--- config.mk ---
export PLATFORM = sky130hd
export DESIGN_NAME = fifo_drain_ctrl
export DESIGN_NICKNAME = d
export VERILOG_FILES = /design/src/rtl/fifo_drain_pkg.sv /design/src/rtl/drain_skid_buf.sv /design/src/rtl/fifo_drain_ctrl.sv
export SDC_FILE = /design/constraint.sdc
export NUM_CORES = 1
export LEC_CHECK = 0
export ABC_CLOCK_PERIOD_IN_PS = 3420
export CORE_MARGIN = 2
export CORE_UTILIZATION = 40
export DETAILED_ROUTE_END_ITERATION = 7
export GPL_TIMING_DRIVEN = 0
export PLACE_DENSITY = 0.64
export SLEW_MARGIN = 20
export SYNTH_ARGS = -nofsm -noshare
export SYNTH_HDL_FRONTEND = slang
export SYNTH_SLANG_ARGS = --single-unit
--- constraint.sdc ---
create_clock -name clk_i -period 3.42 [get_ports clk_i]
set_input_delay 0.342 -clock clk_i [delete_from_list [all_inputs] [get_ports clk_i]]
set_output_delay 0.342 -clock clk_i [all_outputs]
set_load 0.01 [all_outputs]
--- src/rtl/fifo_drain_pkg.sv ---
// Shared types and constants for the FIFO read-side drain sequencer.
package fifo_drain_pkg;

  typedef enum logic [2:0] {
    ST_STARTUP = 3'd0,
    ST_IDLE    = 3'd1,
    ST_RUN     = 3'd2,
    ST_FLUSH   = 3'd3,
    ST_DONE    = 3'd4
  } drain_state_e;

  // Cycles spent in STARTUP after reset; masks the FIFO's rempty=0 out of reset.
  localparam int STARTUP_CYC = 2;

  localparam int DEF_RD_LAT    = 2;
  localparam int DEF_BUF_DEPTH = 4;

endpackage

--- src/rtl/drain_skid_buf.sv ---
// Circular skid buffer that absorbs the words already in flight from the FIFO.
// The caller guarantees no push when full and no pop when empty.
module drain_skid_buf #(
  parameter int WIDTH = 8,
  parameter int DEPTH = 4
) (
  input  logic                     clk_i,
  input  logic                     rst_i,
  input  logic                     push_i,
  input  logic [WIDTH-1:0]         push_data_i,
  input  logic                     pop_i,
  output logic [$clog2(DEPTH):0]   occ_o,
  output logic [WIDTH-1:0]         head_o
);

  localparam int PTR_W = $clog2(DEPTH);
  localparam int OCC_W = PTR_W + 1;

  logic [WIDTH-1:0] mem_q [DEPTH];
  logic [PTR_W-1:0] wr_ptr_q;
  logic [PTR_W-1:0] rd_ptr_q;
  logic [OCC_W-1:0] occ_q;

  // Storage, pointers (wrapping modulo DEPTH) and occupancy update.
  always_ff @(posedge clk_i) begin
    if (rst_i) begin
      for (int i = 0; i < DEPTH; i++) mem_q[i] <= '0;
      wr_ptr_q <= '0;
      rd_ptr_q <= '0;
      occ_q    <= '0;
    end else begin
      if (push_i) begin
        mem_q[wr_ptr_q] <= push_data_i;
        wr_ptr_q        <= wr_ptr_q + 1'b1;
      end
      if (pop_i) rd_ptr_q <= rd_ptr_q + 1'b1;
      unique case ({push_i, pop_i})
        2'b10:   occ_q <= occ_q + 1'b1;
        2'b01:   occ_q <= occ_q - 1'b1;
        default: occ_q <= occ_q;
      endcase
    end
  end

  assign occ_o  = occ_q;
  assign head_o = mem_q[rd_ptr_q];

endmodule

--- src/rtl/fifo_drain_ctrl.sv ---
// Read-side sequencer: drains exactly len words from the FIFO, tracking the
// FIFO's registered read latency, and hands them to a consumer.
// Consumer port: a word transfers on every cycle with out_valid_o && out_ready_i;
// out_valid_o never depends on out_ready_i, and out_last_o is meaningful only
// while out_valid_o is high.
module fifo_drain_ctrl
  import fifo_drain_pkg::*;
#(
  parameter int WIDTH     = 8,
  parameter int LEN_W     = 8,
  parameter int BUF_DEPTH = DEF_BUF_DEPTH,
  parameter int RD_LAT    = DEF_RD_LAT
) (
  input  logic                         clk_i,
  input  logic                         rst_i,
  input  logic                         start_i,
  input  logic [LEN_W-1:0]             len_i,
  output logic                         busy_o,
  output logic                         done_o,
  output logic                         rinc_o,
  input  logic                         rempty_i,
  input  logic [WIDTH-1:0]             rdata_i,
  output logic                         out_valid_o,
  output logic [WIDTH-1:0]             out_data_o,
  output logic                         out_last_o,
  input  logic                         out_ready_i,
  output drain_state_e                 state_o,
  output logic [$clog2(BUF_DEPTH):0]   occ_o
);

  localparam int OCC_W = $clog2(BUF_DEPTH) + 1;
  localparam int SUM_W = OCC_W + 1;
  localparam logic [1:0] STARTUP_LAST = 2'(STARTUP_CYC - 1);

  drain_state_e     state_q, state_d;
  logic [1:0]       startup_cnt_q, startup_cnt_d;
  logic [LEN_W-1:0] issue_left_q, issue_left_d;
  logic [LEN_W-1:0] deliver_left_q, deliver_left_d;
  logic [RD_LAT-1:0] rd_pipe_q, rd_pipe_d;
  logic [OCC_W-1:0] occ;
  logic [OCC_W-1:0] inflight;
  logic [SUM_W-1:0] pending;
  logic [WIDTH-1:0] head;
  logic             rinc, busy, done, room, out_valid, handshake;

  drain_skid_buf #(
    .WIDTH (WIDTH),
    .DEPTH (BUF_DEPTH)
  ) u_buf (
    .clk_i       (clk_i),
    .rst_i       (rst_i),
    .push_i      (rd_pipe_q[RD_LAT-1]),
    .push_data_i (rdata_i),
    .pop_i       (handshake),
    .occ_o       (occ),
    .head_o      (head)
  );

  // Words issued but not yet in the buffer: popcount of the latency pipe.
  always_comb begin
    inflight = '0;
    for (int i = 0; i < RD_LAT; i++) inflight = inflight + OCC_W'(rd_pipe_q[i]);
  end

  // A read may only be issued if its word is sure to find a free buffer slot.
  assign pending   = SUM_W'(occ) + SUM_W'(inflight);
  assign room      = pending < SUM_W'(BUF_DEPTH);
  assign out_valid = occ != '0;
  assign handshake = out_valid && out_ready_i;

  // FSM state register.
  always_ff @(posedge clk_i) begin
    if (rst_i) state_q <= ST_STARTUP;
    else       state_q <= state_d;
  end

  // FSM next-state logic.
  always_comb begin
    state_d = state_q;
    unique case (state_q)
      ST_STARTUP: if (startup_cnt_q == STARTUP_LAST) state_d = ST_IDLE;
      ST_IDLE:    if (start_i) state_d = (len_i == '0) ? ST_DONE : ST_RUN;
      ST_RUN:     if (rinc && issue_left_q == LEN_W'(1)) state_d = ST_FLUSH;
      ST_FLUSH:   if (deliver_left_q == '0) state_d = ST_DONE;
      ST_DONE:    state_d = ST_IDLE;
      default:    state_d = ST_STARTUP;
    endcase
  end

  // FSM outputs; rinc is confined to RUN and gated by rempty.
  always_comb begin
    rinc = 1'b0;
    busy = 1'b0;
    done = 1'b0;
    unique case (state_q)
      ST_RUN: begin
        busy = 1'b1;
        rinc = !rempty_i && (issue_left_q != '0) && room;
      end
      ST_FLUSH: busy = 1'b1;
      ST_DONE:  done = 1'b1;
      default:  ;
    endcase
  end

  // Next values of the transfer counters, startup counter and latency pipe.
  always_comb begin
    startup_cnt_d  = startup_cnt_q;
    issue_left_d   = issue_left_q;
    deliver_left_d = deliver_left_q;
    rd_pipe_d      = rd_pipe_q << 1;
    rd_pipe_d[0]   = rinc;
    if (state_q == ST_STARTUP) startup_cnt_d = startup_cnt_q + 1'b1;
    if (state_q == ST_IDLE && start_i) begin
      issue_left_d   = len_i;
      deliver_left_d = len_i;
    end else begin
      if (rinc) issue_left_d = issue_left_q - 1'b1;
      if (handshake && deliver_left_q != '0) deliver_left_d = deliver_left_q - 1'b1;
    end
  end

  // Counter and latency-pipe registers; reset drops any in-flight read.
  always_ff @(posedge clk_i) begin
    if (rst_i) begin
      startup_cnt_q  <= '0;
      issue_left_q   <= '0;
      deliver_left_q <= '0;
      rd_pipe_q      <= '0;
    end else begin
      startup_cnt_q  <= startup_cnt_d;
      issue_left_q   <= issue_left_d;
      deliver_left_q <= deliver_left_d;
      rd_pipe_q      <= rd_pipe_d;
    end
  end

  assign busy_o      = busy;
  assign done_o      = done;
  assign rinc_o      = rinc;
  assign out_valid_o = out_valid;
  assign out_data_o  = head;
  assign out_last_o  = out_valid && (deliver_left_q == LEN_W'(1));
  assign state_o     = state_q;
  assign occ_o       = occ;

endmodule

==> metrics <==
RSZ-0062 raised after global routing no; I/O pin count 40; Critical Path Start Type flip-flop; CP Max Fanout 8; Clock Latency Late Sink about 340 ps; Die H approximately 94 um; Final Hold Vio Count 0; Hold Buf Count CTS 0; antenna cells 0; Die Area slightly below 9000 um^2; largest cells by area after synthesis edfxtp_1 (30%), dfxtp_1 (20%), mux4_2 (5.6%); Primary FF master, synth edfxtp_1; internal reg-to-reg setup slack ~1100 ps; CP Depth 5; Synth cell types between 50 and 60; Port Buffers 38; layout cells sized above 1 under 10%; Hold/Removal Path Class input port to flip-flop; Setup Buffers After CTS 0; slowest stage delay, CP ~520 ps; Fill cells between 600 and 700; Syn Std Cell Area roughly 3200 um^2; drc violations 0; CTS tree built; fin util 50.4%; worst slew pin tran slightly below 1000 ps; Clock Sinks 64; EDFF count, synth 32; ratio of final minimum period to clock period ~83%; Starting Density about two fifths; first-pass GRT wire length approximately 12 mm; register area share after synthesis 50.0%; Reg clk slew, reported paths 80 ps; DRT Wirelength 7.51 mm; Die Wd between 90 and 100 um; WS Path Type flip-flop to output port; Gate Count Post-Synth 299; DR vias 2482; number of core rows 32; status finished, final reports clean; routed vias/inst about 5.5; Routability Congestion 0.802; Pleak between 1 and 1.5 nW; max-slew headroom at the worst pin 34.5%; nets@finish between 300 and 400; Yosys reg bits 64; slowest CP cell or4_1; Critical Path RT 3080 ps; clock buffer count from CTS 9; gr usage total a little under a fifth; initial antenna violation count 0; ys async rst share 0%; Synthesis Warnings 0; vias in the first global route around 2.5k; worst path bufs/invs 2; R2R depth 6; H-tree levels 3; Area Overhead vs Synth 21.5%; Crit. End Element output port; Avg Cell Area, Syn 10.7 um^2; max frequency between 0.3 and 0.4 GHz; CP top delay family simple AND/OR/NAND/NOR gates; Final min period about 2800 ps; DP HPWL approximately 5.3 mm; multi-input logic area ~1500 um^2; Max Cap Viol 0; hold path cells 2; cts repair resizes 0; Max rail drop VDD 0.287 mV; crit path DAT 2480 ps; Register Area ~1600 um^2; total congestion overflow 0; area leader, netlist edfxtp_1; Final setup viols 0; Slew Viols, Final 0; drt first-iter violations 130; CTS Buffer Depth 2; Cell Chain, Critical Path or4_1 > buf_2 > nor3b_2 > nor2_1 > clkdlybuf4s50_1; Power Density approximately 540 nW/um^2; Fin Setup TNS 0 ps; Routed WL per cell around 16 um; Routed Antenna Nets 0; area share of the largest cell type after synthesis between 20 and 30%; Root Driver clkbuf_8; Max Clock Skew about 8.1 ps; syn nets 329; Core Area slightly below 8000 um^2; DR pass1 iterations 4; largest net degree at the start of global routing 13
stage by stage:
stage	setup WS (ps)	hold slack, ps	instances	cell area, um^2	power [W]
floorplan	1350	442	299	3210	0.00135
global placement	809	452	439	3710	0.00153
detailed placement	785	463	439	3710	0.00153
CTS	558	401	455	3890	0.00213
global route	458	428	455	3890	0.00224
finish	597	415	455	3890	0.00212
synth_stat cells, types with 2 or more instances:
master     number
a211oi_1        5
a21oi_1        13
a32oi_1         3
and2_1         24
and3_1         10
and4_1          3
buf_2           2
clkbuf_1       14
dfxtp_1        32
edfxtp_1       32
ha_1            8
inv_1          14
mux2i_1         2
mux4_2          8
nand2_1        14
nand3_1         7
nand4_1         2
nor2_1         19
nor2b_1         3
nor3_1         14
nor3b_1         4
nor4_1          4
o2111ai_1       2
o211ai_1        5
o21ai_0        10
o311ai_0        2
or2_2           2
or3_1           4
or4_1           3
xnor2_1         4
xor2_1          6
cell usage in the layout, fill, tap and decap left out, types with 3 or more instances in the layout:
| master | synthesis | layout |
|---|---|---|
| xor2_1 | 6 | 6 |
| or4_1 | 3 | 3 |
| nor2b_1 | 3 | 3 |
| xnor2_1 | 4 | 4 |
| and3_1 | 10 | 10 |
| nor3_1 | 14 | 14 |
| nand3_1 | 7 | 7 |
| nor3b_1 | 4 | 4 |
| a32oi_1 | 3 | 3 |
| or3_1 | 4 | 4 |
| dfxtp_1 | 32 | 32 |
| edfxtp_1 | 32 | 32 |
| inv_1 | 14 | 14 |
| and2_1 | 24 | 24 |
| clkbuf_8 | 0 | 10 |
| clkdlybuf4s50_1 | 0 | 38 |
| ha_1 | 8 | 8 |
| and4_1 | 3 | 3 |
| o211ai_1 | 5 | 5 |
| nand2_1 | 14 | 14 |
| a211oi_1 | 5 | 5 |
| a21oi_1 | 13 | 13 |
| clkbuf_1 | 14 | 14 |
| nor2_1 | 19 | 19 |
| nor4_1 | 4 | 4 |
| mux4_2 | 8 | 8 |
| o21ai_0 | 10 | 9 |
worst paths after layout:
| check | start | to |
|---|---|---|
| worst max-delay path | issue_left_q[2]$_SDFFE_PP0P_ | rinc_o |
| worst min-delay path | rst_i | rd_pipe_q[1]$_SDFF_PP0_ |
| worst max register to register | deliver_left_q[0]$_SDFFE_PP0P_ | deliver_left_q[1]$_SDFFE_PP0P_ |
| worst min register to register | rd_pipe_q[0]$_SDFF_PP0_ | rd_pipe_q[1]$_SDFF_PP0_ |
power breakdown:
part / internal (W) / total (W) / switching (W)
sequential: 0.000871 / 0.000933 / 0.0000616
clock: 0.000285 / 0.000600 / 0.000315
combinational: 0.000249 / 0.000588 / 0.000338
total: 0.00141 / 0.00212 / 0.000715
logic make-up (layout without fill, tap and decap cells):
kind of cell    after synthesis  count (layout)  synth area share (%)
simple gates                119             119                  21.1
mux                          12              12                  6.95
flops                        64              64                  50.0
fa+ha+maj                     9               9                  3.75
compound gates               54              54                  11.8
buf+inv                      31              85                  3.71
xor+xnor                     10              10                  2.73
layer usage:
metal	vias to the layer above	share of wire, %	global-route usage (%)
met1	1203	45	23.6
met3	11	3.9	3.95
met5	-	0	0
li1	1207	-	-
met4	0	1.7	6.74
met2	61	49	30.3
registers in the layout (all words and copies together), names as in the netlist, named ones only:
signal,count
u_buf.rd_ptr_q,2
state_o,3
u_buf.mem_q,32
issue_left_q,8
rd_pipe_q,2
deliver_left_q,8
u_buf.occ_o,3
u_buf.wr_ptr_q,2
startup_cnt_q,2
cell type report:
cell class,count,share of cell area (%)
clock inverters,6,1.12
clock buffers,10,3.53
flip-flops and latches,64,41.1
multi-input cells,204,38.1
plain buffers,17,1.70
well taps,102,3.28
repair buffers,38,9.77
inverters,14,1.35
worst reg2reg max path: stages (launching register included):
cell	delay, ps
dfxtp_1	360
inv_1	70
ha_1	210
nor3b_1	740
a21boi_1	310
mux2_1	370
o31ai_1	180
(Power assumes the default switching activity.)
